**src/rtl/ucaspian_packet_tx.sv**
```systemverilog
// Host-bound packet encoder: arbitrates fire/time/metric/clear requests from the core
// and serialises each as a byte packet on a valid/ready stream, then pulses the source.
module ucaspian_packet_tx #(
   parameter logic [7:0] OP_FIRE   = 8'h10,
   parameter logic [7:0] OP_TIME   = 8'h20,
   parameter logic [7:0] OP_METRIC = 8'h30,
   parameter logic [7:0] OP_CLEAR  = 8'h40
) (
   input  logic        clk,
   input  logic        reset_n,
   input  logic [7:0]  output_fire_addr,
   input  logic        output_fire_waiting,
   output logic        output_fire_sent,
   input  logic [31:0] time_current,
   input  logic        time_update,
   output logic        time_sent,
   input  logic [7:0]  metric_addr,
   input  logic [7:0]  metric_value,
   input  logic        metric_send,
   input  logic        clear_done,
   output logic        ack_sent,
   output logic [7:0]  tx_data,
   output logic        tx_vld,
   input  logic        tx_rdy,
   output logic [7:0]  metric_drop
);

   typedef enum logic [1:0] {ST_IDLE, ST_SEND, ST_ACK} state_t;
   typedef enum logic [1:0] {SRC_FIRE, SRC_TIME, SRC_METRIC, SRC_CLEAR} src_t;

   state_t      r_state, w_state_next;
   src_t        r_src, w_src_next;
   logic [7:0]  r_buf [5];
   logic [7:0]  w_buf_next [5];
   logic [2:0]  r_len, w_len_next;
   logic [2:0]  r_idx, w_idx_next;
   logic        r_metric_pend;
   logic [7:0]  r_metric_addr;
   logic [7:0]  r_metric_value;
   logic [7:0]  r_drop;
   logic        w_metric_release;

   assign w_metric_release = (r_state == ST_ACK) && (r_src == SRC_METRIC);

   always_comb begin
      w_state_next = r_state;
      w_src_next   = r_src;
      w_len_next   = r_len;
      w_idx_next   = r_idx;
      for (int i = 0; i < 5; i++) w_buf_next[i] = r_buf[i];
      case (r_state)
         ST_IDLE: begin
            w_idx_next = '0;
            if (clear_done || r_metric_pend || time_update || output_fire_waiting) begin
               for (int i = 0; i < 5; i++) w_buf_next[i] = '0;
               w_state_next = ST_SEND;
               if (clear_done) begin
                  w_src_next    = SRC_CLEAR;
                  w_len_next    = 3'd1;
                  w_buf_next[0] = OP_CLEAR;
               end else if (r_metric_pend) begin
                  w_src_next    = SRC_METRIC;
                  w_len_next    = 3'd3;
                  w_buf_next[0] = OP_METRIC;
                  w_buf_next[1] = r_metric_addr;
                  w_buf_next[2] = r_metric_value;
               end else if (time_update) begin
                  // Time is snapshotted here; later changes do not affect this packet.
                  w_src_next    = SRC_TIME;
                  w_len_next    = 3'd5;
                  w_buf_next[0] = OP_TIME;
                  w_buf_next[1] = time_current[31:24];
                  w_buf_next[2] = time_current[23:16];
                  w_buf_next[3] = time_current[15:8];
                  w_buf_next[4] = time_current[7:0];
               end else begin
                  w_src_next    = SRC_FIRE;
                  w_len_next    = 3'd2;
                  w_buf_next[0] = OP_FIRE;
                  w_buf_next[1] = output_fire_addr;
               end
            end
         end
         ST_SEND: begin
            if (tx_rdy) begin
               if (r_idx == r_len - 3'd1) w_state_next = ST_ACK;
               else                       w_idx_next   = r_idx + 3'd1;
            end
         end
         ST_ACK:  w_state_next = ST_IDLE;
         default: w_state_next = ST_IDLE;
      endcase
   end

   always_ff @(posedge clk) begin
      if (!reset_n) begin
         r_state <= ST_IDLE;
         r_src   <= SRC_FIRE;
         r_len   <= '0;
         r_idx   <= '0;
         for (int i = 0; i < 5; i++) r_buf[i] <= '0;
      end else begin
         r_state <= w_state_next;
         r_src   <= w_src_next;
         r_len   <= w_len_next;
         r_idx   <= w_idx_next;
         for (int i = 0; i < 5; i++) r_buf[i] <= w_buf_next[i];
      end
   end

   // A new metric may replace the entry that is being released in this same cycle.
   always_ff @(posedge clk) begin
      if (!reset_n) begin
         r_metric_pend  <= 1'b0;
         r_metric_addr  <= '0;
         r_metric_value <= '0;
         r_drop         <= '0;
      end else if (metric_send) begin
         if (!r_metric_pend || w_metric_release) begin
            r_metric_pend  <= 1'b1;
            r_metric_addr  <= metric_addr;
            r_metric_value <= metric_value;
         end else if (r_drop != 8'hFF) begin
            r_drop <= r_drop + 8'd1;
         end
      end else if (w_metric_release) begin
         r_metric_pend <= 1'b0;
      end
   end

   assign tx_vld           = (r_state == ST_SEND);
   assign tx_data          = (r_state == ST_SEND) ? r_buf[r_idx] : 8'h00;
   assign output_fire_sent = (r_state == ST_ACK) && (r_src == SRC_FIRE);
   assign time_sent        = (r_state == ST_ACK) && (r_src == SRC_TIME);
   assign ack_sent         = (r_state == ST_ACK) && (r_src == SRC_CLEAR);
   assign metric_drop      = r_drop;

endmodule

```
**config.mk**
```make
export PLATFORM = sky130hd
export DESIGN_NAME = ucaspian_packet_tx
export DESIGN_NICKNAME = d
export VERILOG_FILES = /design/src/rtl/ucaspian_packet_tx.sv
export SDC_FILE = /design/constraint.sdc
export NUM_CORES = 1
export LEC_CHECK = 0
export BUFFER_PORTS_ARGS = -buffer_cell sky130_fd_sc_hd__buf_2
export CORE_MARGIN = 2
export CORE_UTILIZATION = 45
export CTS_CLUSTER_DIAMETER = 40
export DETAILED_ROUTE_END_ITERATION = 8
export GPL_TIMING_DRIVEN = 0
export PLACE_DENSITY = 0.74
export SLEW_MARGIN = 5
export SYNTH_ARGS = -nofsm -noshare
export SYNTH_HDL_FRONTEND = slang
export SYNTH_SLANG_ARGS = --single-unit
export TNS_END_PERCENT = 10
```
**constraint.sdc**
```tcl
create_clock -name clk -period 2.53 [get_ports clk]
set_clock_uncertainty 0.05 [all_clocks]
set_input_delay 0.506 -clock clk [delete_from_list [all_inputs] [get_ports clk]]
set_output_delay 0.506 -clock clk [all_outputs]
set_load 0.02 [all_outputs]
```
==> results of run 1 <==
path summary, 6_finish.rpt:
path	endpoint	slack, ns
setup reg to reg	r_buf[2][5]	0.29
setup / recovery	tx_data[3]	0.08
hold / removal	r_metric_addr[7]	0.34
hold reg to reg	r_len[1]	0.41
area by class of cell:
class	instances	area [um2]	area share (%)
flip-flops and latches	73	1812	43.83
multi-input cells	215	1471	35.59
plain buffers	18	85.08	2.058
repair buffers	81	405.4	9.806
clock inverters	6	82.58	1.998
well taps	99	123.9	2.996
clock buffers	10	127.6	3.087
inverters	7	26.28	0.6356
power groups by stage:
stage / Sequential (uW) / Clock [uW] / Combinational [uW]
2_1_floorplan: 1420 / 0 / 263
3_3_place_gp: 1430 / 0 / 375
3_5_place_dp: 1440 / 0 / 385
4_1_cts: 1410 / 989 / 389
5_1_grt: 1420 / 1040 / 424
6_report: 1410 / 981 / 387
state kept, by name (all words and copies together), names as in the netlist, named ones only:
register        cells
r_buf              35
r_idx               3
metric_drop         8
r_metric_addr       8
r_metric_value      8
r_metric_pend       1
r_src               2
r_state             2
r_len               3
routing by layer:
| layer | vias up | share of wire [%] |
|---|---|---|
| met3 | 12 | 4.9 |
| li1 | 1319 | - |
| met5 | - | 0 |
| met1 | 1266 | 46 |
| met2 | 86 | 47 |
| met4 | 0 | 1.8 |
worst reg2reg max path, stage by stage (launching register included):
cell	delay (ns)
dfxtp_1	0.35
or3_4	0.43
o21ai_2	0.38
nand2_2	0.58
cell usage in the layout, fill, tap and decap left out, types with 2 or more instances in the layout:
cell	netlist	layout
a21oi_1	17	17
a221oi_1	5	5
a22oi_1	8	8
a31oi_1	4	4
and2_1	16	16
and3_1	2	2
buf_2	3	84
bufinv_16	0	2
clkbuf_1	12	11
clkbuf_2	0	2
clkbuf_8	0	9
clkinv_2	0	3
dfxtp_1	38	38
edfxtp_1	35	35
ha_1	3	3
inv_1	6	6
mux2_2	5	5
mux2i_1	28	28
mux4_2	3	3
nand2_1	9	8
nand2b_1	2	2
nand3_1	7	7
nand4_1	2	2
nor2_1	53	53
nor2b_1	8	8
nor3_1	8	8
o211ai_1	3	3
o21ai_0	4	4
o31ai_1	3	3
or3_1	5	5
or4_1	4	4
xnor2_1	2	2
kinds of logic (layout without fill, tap and decap cells):
kind of cell,after synthesis,count (layout),share of synthesized area (%)
xor+xnor,4,4,1.513
compound gates,52,52,10.93
buf+inv,25,122,3.211
mux,36,36,11.92
simple gates,120,120,17.87
flops,73,73,53.45
fa+ha+maj,3,3,1.108
per-stage QoR:
stage               cell area (um2)  setup WS (ns)  power (uW)  util, %  TNS, ns
finish                         4134        0.08451        2776    56.69        0
global route                   4134      0.0006943        2882    56.69        0
CTS                            4134        0.07957        2786    56.69        0
detailed placement             3919        -0.4579        1821    53.74   -15.99
global placement               3919        -0.3657        1804    53.74   -12.77
floorplan                      3390         0.1479        1680        -        0
==> impl_metrics.py, run 1 <==
metrics = {
    "run_status": {
        "outcome": "complete, no violations",
    },
    "power_and_ir_drop": {
        "leakage_uw": 0.001769,
        "p_clk_share_pct": 35.3,
        "power.switching_uw": 705.5,
        "pwr-share-comb_pct": 13.9,
        "p_seq_share_pct": 50.7,
        "ir_worst_vdd_mv": 0.3486,
        "p_sw_share_pct": 25.42,
        "powerDensity_nw_per_um2": 671.5,
        "p_int_uw": 2070,
    },
    "hold_path": {
        "hp-start": "metric_addr[7]",
        "hp-class": "input port to register",
        "min_path_cells": 3,
    },
    "cells_and_area": {
        "final_cells": 509,
        "n_antenna_cell": 0,
        "drive_above_1_share_pct": 29.27,
        "fillers": 671,
        "nets": 471,
        "area_growth_syn_to_layout_pct": 21.96,
    },
    "yosys": {
        "synthFlopType": "dfxtp_1",
        "ys_ff_latch": 73,
        "yosys-top-cells-count": "53 x nor2_1, 38 x dfxtp_1, 35 x edfxtp_1",
        "syn_inst": 313,
        "synth_area_leader_cell": "edfxtp_1",
        "ys_top_cells_by_area": "edfxtp_1 31%, dfxtp_1 22%, mux2i_1 8.3%",
        "synth.most_common_cell": "nor2_1",
        "ys_types": 46,
        "syn_avg_cell_area_um2": 10.83,
        "yosysSeqAreaShare_pct": 53.45,
        "synth_area_um2": 3390,
        "yosysWarningCount": 0,
        "synth_async_sr_flop_share_pct": 0,
        "synth_top_area_share_pct": 31.01,
        "postSynthNetCount": 379,
        "synth-edff-count": 35,
    },
    "floorplan": {
        "start_util_pct": 46.48,
        "fp-row-count": 31,
        "pin_count": 83,
        "die_area_um2": 8243,
        "die_h_um": 90.79,
        "core_area_um2": 7292,
        "dieWidth_um": 90.79,
    },
    "timing": {
        "holdWs_ns": 0.3440,
        "setup_viol": 0,
        "slew_viol_final": 0,
        "fmaxAchievable_ghz": 0.4089,
        "slew_headroom_pct": 45.44,
        "finalCriticalPeriod_ns": 2.445,
        "tightest_slew_ns": 0.8155,
        "min_period_over_period_pct": 96.66,
        "rsz0062_at_grt": "no",
        "hold_viol": 0,
    },
    "critical_path": {
        "path_buf_inv": 2,
        "worstSetupPathType": "register to primary output",
        "cp.arrival_ns": 1.89,
        "cpPeakStageDelay_ns": 0.37,
        "cp.depth": 5,
        "cp_cell_sequence": "clkbuf_2 -> mux2_2 -> a221oi_1 -> nor3_1 -> buf_2",
        "slowest_stage": "mux2_2",
        "r2r-start": "r_metric_pend",
        "worstPathMaxFanout": 9,
        "r2r_cells": 3,
        "startpoint_type": "register",
        "cp_top_family": "buffers and inverters",
        "worstSetupEndpointType": "primary output",
        "required_ns": 1.97,
    },
    "route": {
        "drc": 0,
        "dr.pass1.iters": 4,
        "drt_wl_total_mm": 7.786,
        "first_iter_violations": 171,
        "avgViaCountPerCell": 5.271,
        "vias": 2683,
        "ant_nets": 0,
        "wl_per_cell_um": 15.30,
    },
    "run": {
        "maxCapViolCount": 0,
    },
    "global_routing": {
        "busiest_layer": "met2",
        "use_met1_pct": 25.03,
        "grt_pass1_wl_mm": 12.25,
        "overflow": 0,
        "grt.total_usage_pct": 18.82,
        "antenna_found_initial": 0,
        "grt_max_degree": 36,
        "met2_usage_pct": 30.16,
        "grt_pass1_vias": 2567,
        "grt_use_met3_pct": 3.339,
    },
    "cts": {
        "cts_buffers": 9,
        "ctsHtreeMaxLevel": 3,
        "cts-resized-gates": 3,
        "cts_sinks": 73,
        "clock-root-buffer": "clkbuf_8",
        "cts_tree": "built",
        "postCtsSetupRepairBufs": 0,
        "clock_path_buffers": 2,
        "hold_buffers": 0,
        "clkTransAtPathRegs_ns": 0.08,
        "clock_latency_ns": 0.34,
    },
    "place": {
        "hpwl_mm": 5.746,
        "gp_congestion": 0.8366,
        "dp_cells": 493,
        "port_buffers": 81,
    },
}
(Power assumes the default switching activity.)
==> run 2, diff against run 1 <==
- CORE_ASPECT_RATIO: unset -> 0.9
==> run 2 against run 1 <==
  * Fmax rose by 0.47%
  * Largest cell class unchanged
  * Combinational power barely moved
  * Cell count fell by 0.59%
==> impl_metrics.py, run 2 (same netlist as run 1, synthesis figures left out) <==
metrics = {
    "route": {
        "vias": 2665,
        "dr.pass1.iters": 4,
        "first_iter_violations": 107,
        "ant_nets": 0,
        "drc": 0,
        "avgViaCountPerCell": 5.267,
        "drt_wl_total_mm": 7.620,
        "wl_per_cell_um": 15.06,
    },
    "cts": {
        "cts_buffers": 9,
        "cts_tree": "built",
        "cts_sinks": 73,
        "postCtsSetupRepairBufs": 0,
        "clock-root-buffer": "clkbuf_8",
        "hold_buffers": 0,
        "ctsHtreeMaxLevel": 3,
        "clkTransAtPathRegs_ns": 0.07,
        "clock_path_buffers": 2,
        "cts-resized-gates": 3,
        "clock_latency_ns": 0.35,
    },
    "floorplan": {
        "die_area_um2": 8243,
        "dieWidth_um": 95.48,
        "start_util_pct": 45.61,
        "pin_count": 83,
        "fp-row-count": 30,
        "core_area_um2": 7432,
        "die_h_um": 86.34,
    },
    "timing": {
        "setup_ws_ns": 0.09592,
        "tns_ns": 0,
        "min_period_over_period_pct": 96.21,
        "slew_headroom_pct": 47.30,
        "hold_viol": 0,
        "tightest_slew_ns": 0.7877,
        "rsz0062_at_grt": "yes",
        "setup_viol": 0,
        "finalCriticalPeriod_ns": 2.434,
        "slew_viol_final": 0,
        "fmaxAchievable_ghz": 0.4108,
        "holdWs_ns": 0.3377,
    },
    "run": {
        "maxCapViolCount": 0,
    },
    "global_routing": {
        "grt_max_degree": 36,
        "grt_pass1_vias": 2466,
        "grt_pass1_wl_mm": 12.01,
        "antenna_found_initial": 0,
        "overflow": 0,
        "grt.total_usage_pct": 19.38,
    },
    "cells_and_area": {
        "fillers": 663,
        "regMostFlops": "r_buf",
        "n_antenna_cell": 0,
        "largest_reg_flops": 35,
        "finish.utilization_pct": 55.44,
        "drive_above_1_share_pct": 29.51,
        "area_growth_syn_to_layout_pct": 21.56,
        "final_common_cell": "buf_2",
        "nets": 471,
        "fin_area_um2": 4120,
        "mostFrequentLayoutCells": "84 x buf_2, 53 x nor2_1, 38 x dfxtp_1",
    },
    "critical_path": {
        "required_ns": 1.97,
        "rr_endpoint": "r_buf[4][6]",
        "cp_top_family": "multiplexers",
        "r2r_slack_ns": 0.33,
        "r2r-start": "r_metric_pend",
        "cp.depth": 5,
        "slowest_stage": "mux4_2",
        "worstSetupPathType": "register to primary output",
        "worstPathMaxFanout": 9,
        "worstSetupEndpointType": "primary output",
        "r2r_cells": 3,
        "cp_cell_sequence": "clkbuf_2 -> mux4_2 -> mux2i_1 -> nor2_1 -> buf_2",
        "cpPeakStageDelay_ns": 0.56,
        "path_buf_inv": 2,
        "startpoint_type": "register",
        "cp.arrival_ns": 1.88,
    },
    "place": {
        "hpwl_mm": 5.612,
        "place_ws_ns": -0.4014,
        "dpl_cell_area_um2": 3915,
        "port_buffers": 81,
        "gp_congestion": 0.8570,
    },
    "hold_path": {
        "min_to": "r_metric_addr[5]",
        "hp-class": "input port to register",
        "min_path_cells": 3,
        "hp-start": "metric_addr[5]",
    },
    "power_and_ir_drop": {
        "leakage_uw": 0.001756,
        "powerDensity_nw_per_um2": 649.2,
        "ir_worst_vdd_mv": 0.3168,
    },
    "run_status": {
        "outcome": "complete, no violations",
    },
}
==> run 2: cell types whose count changed in the layout (fill, tap and decap cells not counted), moves of 2 or more <==
cell	change
a221oi_2	+2
clkinv_1	+3
a221oi_1	-2
clkinv_2	-2
==> run 2: how the worst max path moves through the flow <==
stage | slack (ns) | startpoint | end
2_1_floorplan | 0.15 | time_update | r_buf[0][4]
3_5_place_dp | -0.40 | time_update | r_buf[4][2]
5_1_grt | -0.009 | register | tx_data[2]
3_3_place_gp | -0.40 | time_update | r_buf[4][2]
4_1_cts | 0.06 | register | tx_data[3]
6_report | 0.1 | register | tx_data[5]
==> run 2: power by group <==
| group | leakage [uW] | switching, uW | internal (uW) |
|---|---|---|---|
| sequential | 0.000702 | 52.7 | 1360 |
| clock | 0.0000877 | 433 | 443 |
| combinational | 0.000966 | 224 | 164 |
| total | 0.00176 | 710 | 1960 |
==> run 2: tightest hold or removal path: cells and delay by family <==
kind / cells / cell delay (ns)
mux: 1 / 0.05
simple gates: 1 / 0.07
buf+inv: 1 / 0.07
==> run 2: metal layers <==
layer / GRT usage [%] / wire length, um / vias up
met5: 0 / 0 / -
met4: 8.312 / 162 / 0
met3: 4.000 / 473 / 14
met2: 29.90 / 3550 / 90
met1: 26.63 / 3434 / 1242
li1: - / - / 1319
==> run 2: cell type report <==
type                       count  area, um2  share of cell area [%]
sequential                    73       1812                   43.97
multi-input combinational    215       1486                   36.08
timing repair buffer          81      405.4                   9.839
clock buffer                   9      123.9                   3.006
tap                           96      120.1                   2.915
buffer                        18      85.08                   2.065
clock inverter                 7      61.31                   1.488
inverter                       7      26.28                  0.6377
==> run 2: per-stage QoR <==
stage,power [uW],std cells
2_1_floorplan,1680,313
3_3_place_gp,1805,490
3_5_place_dp,1820,490
4_1_cts,2683,506
5_1_grt,2789,506
6_report,2675,506
==> run 3, diff against run 2 <==
- PLACE_DENSITY: 0.74 -> 0.69
==> run 3 against run 2 <==
  * Cell area up 0.36%
  * Die area unchanged
  * Flip-flop and latch count unchanged
  * Critical endpoint is now tx_data[6]
==> impl_metrics.py, run 3 (same netlist as run 1, synthesis figures left out) <==
metrics = {
    "run_status": {
        "outcome": "complete, no violations",
    },
    "critical_path": {
        "slowest_stage": "mux4_2",
        "cp_top_family": "multiplexers",
        "cp.depth": 5,
        "path_buf_inv": 2,
        "worstSetupEndpointType": "primary output",
        "required_ns": 1.97,
        "worstSetupPathType": "register to primary output",
        "startpoint_type": "register",
        "worstPathMaxFanout": 9,
        "rr_endpoint": "r_buf[1][5]",
        "r2r_slack_ns": 0.31,
        "r2r-start": "r_metric_pend",
        "r2r_cells": 3,
        "cp-endpoint": "tx_data[6]",
        "cp_cell_sequence": "clkbuf_2 -> mux4_2 -> mux2i_1 -> nor2_1 -> buf_2",
        "cp.arrival_ns": 1.81,
        "cpPeakStageDelay_ns": 0.56,
    },
    "place": {
        "place_ws_ns": 0.03362,
        "port_buffers": 81,
        "hpwl_mm": 5.459,
        "gp_congestion": 0.8422,
        "dpl_cell_area_um2": 3918,
    },
    "cells_and_area": {
        "mostFrequentLayoutCells": "84 x buf_2, 53 x nor2_1, 37 x dfxtp_1",
        "area_growth_syn_to_layout_pct": 22.00,
        "regMostFlops": "r_buf",
        "fillers": 642,
        "final-seq-area_um2": 1813,
        "multi_input_area_um2": 1471,
        "fin_area_um2": 4135,
        "n_antenna_cell": 0,
        "drive_above_1_share_pct": 29.58,
        "largest_reg_flops": 35,
        "final_common_cell": "buf_2",
        "nets": 470,
        "finish.utilization_pct": 55.64,
    },
    "floorplan": {
        "die_area_um2": 8243,
        "core_area_um2": 7432,
        "dieWidth_um": 95.48,
        "pin_count": 83,
        "fp-row-count": 30,
        "die_h_um": 86.34,
        "start_util_pct": 45.61,
    },
    "global_routing": {
        "overflow": 0,
        "grt_pass1_wl_mm": 11.83,
        "grt_max_degree": 36,
        "grt.total_usage_pct": 18.70,
        "antenna_found_initial": 0,
        "grt_pass1_vias": 2518,
    },
    "power_and_ir_drop": {
        "leakage_uw": 0.001768,
        "ir_worst_vdd_mv": 0.3175,
        "powerDensity_nw_per_um2": 673.3,
    },
    "run": {
        "maxCapViolCount": 0,
    },
    "timing": {
        "hold_viol": 0,
        "finalCriticalPeriod_ns": 2.367,
        "setup_viol": 0,
        "min_period_over_period_pct": 93.57,
        "tightest_slew_ns": 0.7777,
        "rsz0062_at_grt": "no",
        "tns_ns": 0,
        "fmaxAchievable_ghz": 0.4224,
        "slew_viol_final": 0,
        "setup_ws_ns": 0.1627,
        "slew_headroom_pct": 47.97,
    },
    "route": {
        "drt_wl_total_mm": 7.419,
        "vias": 2608,
        "drc": 0,
        "wl_per_cell_um": 14.69,
        "avgViaCountPerCell": 5.164,
        "first_iter_violations": 94,
        "dr.pass1.iters": 4,
        "ant_nets": 0,
    },
    "cts": {
        "postCtsSetupRepairBufs": 0,
        "clock_latency_ns": 0.33,
        "cts_buffers": 9,
        "clkTransAtPathRegs_ns": 0.08,
        "hold_buffers": 0,
        "clock_path_buffers": 2,
        "clock-root-buffer": "clkbuf_8",
        "cts_tree": "built",
        "ctsHtreeMaxLevel": 3,
        "cts_sinks": 73,
    },
    "hold_path": {
        "hp-class": "input port to register",
    },
}
==> run 3: power by group <==
group          internal (uW)  total, uW  switching, uW
clock network            555        992            437
logic                    163        381            219
registers               1360       1410           54.3
==> run 3: per-stage QoR <==
stage,total power (uW),std cells,hold slack [ns]
floorplan,1680,313,0.3863
global placement,1809,490,0.3964
detailed placement,1820,490,0.4030
CTS,2808,505,0.3419
global route,2896,505,0.3665
finish,2784,505,0.3526
==> run 3: tightest hold or removal path, cell delays in order <==
cell and delay, ns:
buf_2 0.07, mux2i_1 0.05, nor2_1 0.07
==> run 3: worst min-delay path by stage <==
stage / to / slack [ns] / cells after the start / from
floorplan: r_len[1] / 0.39 / 2 / r_len[1]
global placement: r_len[1] / 0.40 / 2 / r_len[1]
detailed placement: r_len[1] / 0.40 / 2 / r_len[1]
CTS: r_metric_addr[7] / 0.34 / 3 / metric_addr[7]
global route: r_metric_addr[6] / 0.37 / 3 / metric_addr[6]
finish: r_metric_addr[3] / 0.35 / 3 / metric_addr[3]
==> run 3: timing repair <==
item,CTS,global route
resized for setup,1,1
endpoints found under the hold margin,0,0
setup endpoints to repair,8,1
==> run 3: final cells by class <==
cell class                      count  area share, %
Sequential cell                    73          43.84
Inverter                            7         0.6354
Clock inverter                      7          2.300
Multi-Input combinational cell    215          35.58
Clock buffer                        9          2.995
Tap cell                           96          2.905
Timing Repair Buffer               81          9.803
Buffer                             17          1.936
==> run 3: layer usage <==
metal | wire, um | global-route usage, % | vias to the layer above | part of all wire [%]
li1 | - | - | 1319 | -
met1 | 3502 | 25.69 | 1199 | 47
met2 | 3357 | 28.36 | 78 | 45
met3 | 447 | 4.870 | 12 | 6.0
met4 | 112 | 7.403 | 0 | 1.5
met5 | 0 | 0 | - | 0
